`config.mk`:
```
export PLATFORM = sky130hd
export DESIGN_NAME = cv32e40x_clock_gate_ctrl
export DESIGN_NICKNAME = d
export VERILOG_FILES = /design/src/rtl/cv32e40x_clock_gate_ctrl.sv
export SDC_FILE = /design/constraint.sdc
export NUM_CORES = 1
export LEC_CHECK = 0
export CAP_MARGIN = 20
export CORE_MARGIN = 5
export CORE_UTILIZATION = 45
export CTS_BUF_LIST = sky130_fd_sc_hd__clkbuf_4 sky130_fd_sc_hd__clkbuf_8
export DETAILED_ROUTE_END_ITERATION = 7
export GPL_TIMING_DRIVEN = 1
export PLACE_DENSITY = 0.79
export RECOVER_POWER = 100
export SLEW_MARGIN = 0
export SYNTH_ARGS = -nofsm -noshare
export SYNTH_HDL_FRONTEND = slang
export SYNTH_SLANG_ARGS = --single-unit
```
`constraint.sdc`:
```
create_clock -name clk_i -period 4.4 [get_ports clk_i]
set_clock_uncertainty 0.1 [all_clocks]
set_input_delay 0.88 -clock clk_i [delete_from_list [all_inputs] [get_ports clk_i]]
set_output_delay 0.88 -clock clk_i [all_outputs]
set_load 0.01 [all_outputs]
```
`src/rtl/cv32e40x_clock_gate_ctrl.sv`:
```
// Sleep/wake sequencer for the core clock gate enable. Gates only after a qualified idle
// window, restores the clock with a settle delay, and counts gated cycles.
module cv32e40x_clock_gate_ctrl #(
  parameter int NUM_REQ     = 4,
  parameter int IDLE_CYCLES = 4,
  parameter int WAKE_CYCLES = 2,
  parameter int CNT_W       = 32
) (
  input  logic               clk_i,
  input  logic               rst_i,
  input  logic [NUM_REQ-1:0] busy_i,
  input  logic               sleep_req_i,
  input  logic               wake_req_i,
  input  logic               sleep_cnt_clr_i,
  output logic               clk_en_o,
  output logic               sleeping_o,
  output logic               wake_ack_o,
  output logic [CNT_W-1:0]   sleep_cnt_o,
  output logic [1:0]         state_o
);

  localparam int MAX_C = (IDLE_CYCLES > WAKE_CYCLES) ? IDLE_CYCLES : WAKE_CYCLES;
  localparam int CW    = (MAX_C < 1) ? 1 : $clog2(MAX_C + 1);
  localparam logic [CW-1:0] IDLE_LOAD = (IDLE_CYCLES > 0) ? CW'(IDLE_CYCLES - 1) : '0;
  localparam logic [CW-1:0] WAKE_LOAD = (WAKE_CYCLES > 0) ? CW'(WAKE_CYCLES - 1) : '0;

  typedef enum logic [1:0] {
    RUN   = 2'd0,
    DRAIN = 2'd1,
    SLEEP = 2'd2,
    WAKE  = 2'd3
  } state_t;

  state_t        state;
  state_t        state_nxt;
  logic [CW-1:0] cnt;
  logic [CW-1:0] cnt_nxt;
  logic          ack_nxt;
  logic          qualified_idle;

  // Wake requests always block gating, even while the core asks to sleep.
  assign qualified_idle = sleep_req_i && (busy_i == '0) && !wake_req_i;
  assign state_o        = state;

  always_comb begin
    state_nxt = state;
    cnt_nxt   = cnt;
    ack_nxt   = 1'b0;
    case (state)
      RUN: begin
        if (qualified_idle) begin
          if (IDLE_CYCLES > 0) begin
            state_nxt = DRAIN;
            cnt_nxt   = IDLE_LOAD;
          end else begin
            state_nxt = SLEEP;
          end
        end
      end
      DRAIN: begin
        if (!qualified_idle) begin
          state_nxt = RUN;
        end else if (cnt == '0) begin
          state_nxt = SLEEP;
        end else begin
          cnt_nxt = cnt - CW'(1);
        end
      end
      SLEEP: begin
        if (wake_req_i) begin
          if (WAKE_CYCLES > 0) begin
            state_nxt = WAKE;
            cnt_nxt   = WAKE_LOAD;
          end else begin
            state_nxt = RUN;
            ack_nxt   = 1'b1;
          end
        end
      end
      WAKE: begin
        if (cnt == '0) begin
          state_nxt = RUN;
          ack_nxt   = 1'b1;
        end else begin
          cnt_nxt = cnt - CW'(1);
        end
      end
      default: state_nxt = RUN;
    endcase
  end

  // Outputs are registered from the next state so the gate enable never glitches.
  always_ff @(posedge clk_i) begin
    if (rst_i) begin
      state       <= RUN;
      cnt         <= '0;
      clk_en_o    <= 1'b1;
      sleeping_o  <= 1'b0;
      wake_ack_o  <= 1'b0;
      sleep_cnt_o <= '0;
    end else begin
      state      <= state_nxt;
      cnt        <= cnt_nxt;
      clk_en_o   <= (state_nxt != SLEEP);
      sleeping_o <= (state_nxt == SLEEP) || (state_nxt == WAKE);
      wake_ack_o <= ack_nxt;
      if (sleep_cnt_clr_i) begin
        sleep_cnt_o <= '0;
      end else if ((state == SLEEP) && (sleep_cnt_o != '1)) begin
        sleep_cnt_o <= sleep_cnt_o + CNT_W'(1);
      end
    end
  end

endmodule
```
==> metrics.md <==
| Metric | Value |
|---|---|
| Outcome | complete, but fails checks |
| Failing checks | max-capacitance violations, max-slew violations |
| Number of global-route vias before repair | 1,699 |
| Synth top area share | 39.3% |
| Ranking of synthesized cells by area | dfxtp_1, a21oi_1, or3_1 |
| Die width | 77.3 um |
| Reg2reg start | sleep_cnt_o[0] |
| CTS max path bufs | 2 |
| Layout fillers | 401 |
| Register bit total from synthesis | 40 |
| Layout area overhead | 24.4% |
| Yosys cell types | 50 |
| # DRC | 0 |
| Final Net Count | 289 |
| Reg2Reg Depth | 6 |
| Final Max Tran Viols | 56 |
| Setup violators final | 0 |
| HPWL Detailed | 3.36 mm |
| Pre-CTS WS | 1.23 ns |
| CTS resizes | 0 |
| Leak pwr | 0.000858 uW |
| HP Start | cnt[1] |
| I/O pin cnt | 46 |
| Final worst path period share | 81.1% |
| Worst-margin pin slew | 1.74 ns |
| Crit path DAT | 3.65 ns |
| WL final | 4.58 mm |
| Final setup margin | 0.834 ns |
| Worst-path clk slew | 0.07 ns |
| Drt wl/cell | 13.9 um |
| Pin count of the biggest net entering global routing | 30 |
| Clock root buffer master | clkbuf_8 |
| Initial DRT Pass Iterations | 4 |
| Congestion Overflow GR | 0 |
| Final Hold Vio Count | 0 |
| Setup bufs post-CTS | 0 |
| Register area share after synthesis | 39.3% |
| FMAX | 280 MHz |
| Initial antenna violation count | 0 |
| Yosys top cell by area | dfxtp_1 |
| Reg-to-reg slack, setup | 0.83 ns |
| Syn avg cell area | 8.64 um^2 |
| Port bufs | 45 |
| Final Critical Period | 3.57 ns |
| RSZ-0062 raised after global routing | false |
| Post-synth top flop | dfxtp_1 |
| Final GP Congestion | 0.787 |
| H-tree Lvls | 2 |
| CP Class | flip-flop to flip-flop |
| Synth top cells by count | dfxtp_1, nand2_1, a21oi_1, or3_1, o21ai_0 |
| Cts hold-fix bufs | 0 |
| Total CTS buffers | 5 |
| Min Hold Slack | 0.364 ns |
| Crit end category | flip-flop |
| GRT Overall Usage | 15.5% |
| Global-route wire length before repair | 7.65 mm |
| Setup TNS | 0 ns |
| Die area | 5980 um^2 |
| Pwr Density | 252 nW/um^2 |
| Rows | 24 |
| Post-synthesis cell count | 236 |
| Max_slew headroom | -16.0% |
| WHS Path Cells | 2 |
| Asr flop ratio synth | 0% |
| Hold Path End | cnt[1] |
| CP Data Required Time | 4.48 ns |
| MaxCap Viol Count | 2 |
| Layout cell share with drive strength beyond 1 | 11.5% |
| Crit Path Max Fanout | 25 |
| Die height | 77.3 um |
| Initial Util | 46.5% |
| Syn Nets | 248 |
| Initial DRC count | 60 |
| Vias per inst | 5.85 |
| Vias | 1,930 |
| Core area | 4380 um^2 |
| Min-delay worst type | flip-flop to flip-flop |
| CTS tree | done |
| Post-Syn Area | 2040 um^2 |
| Worst setup SP type | flip-flop |
| Synth warn | 0 |
| Clk_lat worst skew | 0.29 ns |
| Antenna cells | 0 |
| Number of synthesized flops with an enable pin | 0 |
| Top-count cell post-synth | dfxtp_1 |
| Peak supply drop | 0.153 mV |
| TritonCTS Sinks | 40 |
| Antenna-violating nets left | 0 |
| Reg2reg end | sleep_cnt_o[11] |
[worst max-delay path, cell delays in order, from the launching register on]
cell and delay, ns:
dfxtp_1 0.43, ha_1 0.28, nand3_1 0.15, or4_1 0.69, o31ai_2 1.33, o311ai_0 0.33, o41ai_1 0.14
[logic make-up after synthesis]
kind of cell	after synthesis	share of synthesized area, %
buf+inv	17	4.91
flops	40	39.3
fa+ha+maj	3	1.84
mux	1	0.491
simple gates	105	29.6
compound gates	67	22.6
xor+xnor	3	1.29
[metal layers]
layer  global-route usage, %  vias up  share of wire (%)
met5                       0        -                  0
met4                    5.67        0                1.6
met3                    5.27        6                4.0
met2                    24.7       31                 47
met1                    19.5      913                 47
li1                        -      980                  -
[worst max-delay path by stage]
stage	start	slack [ns]	endpoint
after floorplan	busy_i[3]	1.78	cnt[2]
after global placement	busy_i[3]	1.29	cnt[2]
after detailed placement	busy_i[3]	1.23	cnt[2]
after CTS	sleep_cnt_o[0]	1.32	sleep_cnt_o[16]
after global routing	sleep_cnt_o[0]	0.62	sleep_cnt_o[23]
final	sleep_cnt_o[0]	0.83	sleep_cnt_o[11]
[where the power goes]
part           switching [uW]  internal [uW]  total (uW)  leakage [uW]
registers               0.213            362         362      0.000322
logic                    9.28           7.70        17.0      0.000483
clock network             119            140         259     0.0000523
[cell usage in the layout (no fill, tap or decap), types with 2 or more instances in the layout]
master / synthesis / layout
nor4_1: 5 / 5
or4_2: 7 / 7
and3_1: 2 / 2
nand4_1: 11 / 11
nor2b_1: 2 / 2
a21oi_1: 20 / 28
or2_2: 5 / 4
clkbuf_4: 0 / 2
or3_1: 16 / 16
clkdlybuf4s50_1: 0 / 6
inv_1: 6 / 6
or3_2: 4 / 4
nor2_1: 10 / 10
o21ai_1: 2 / 2
o21ai_0: 14 / 14
o31ai_2: 1 / 2
clkbuf_8: 0 / 6
ha_1: 3 / 3
dlygate4sd3_1: 0 / 39
o31ai_1: 7 / 7
nand3_1: 7 / 7
xnor2_1: 2 / 2
nand2_1: 23 / 23
o31a_2: 2 / 2
nor3_1: 3 / 3
nand3b_1: 2 / 2
and4_1: 2 / 2
dfxtp_1: 40 / 40
[state kept, by name, indices dropped and copies added (netlist names)]
register     flops
clk_en_o         1
cnt              3
sleep_cnt_o     32
sleeping_o       1
state_o          2
wake_ack_o       1
[layout make-up]
type | count | area, um^2 | area share, %
multi-input combinational | 179 | 1100 | 43.4
sequential | 40 | 801 | 31.6
timing repair buffer | 45 | 450 | 17.8
clock buffer | 8 | 97.6 | 3.85
tap | 52 | 65.1 | 2.57
inverter | 6 | 22.5 | 0.888
[per-stage QoR]
step	total power, uW	cell area, um^2	util (%)	cells
2_1_floorplan	379	2040	-	236
3_3_place_gp	389	2480	56.5	322
3_5_place_dp	389	2480	56.5	322
4_1_cts	646	2570	58.7	330
5_1_grt	669	2540	57.8	330
6_report	639	2540	57.8	330
(Power assumes the default switching activity.)
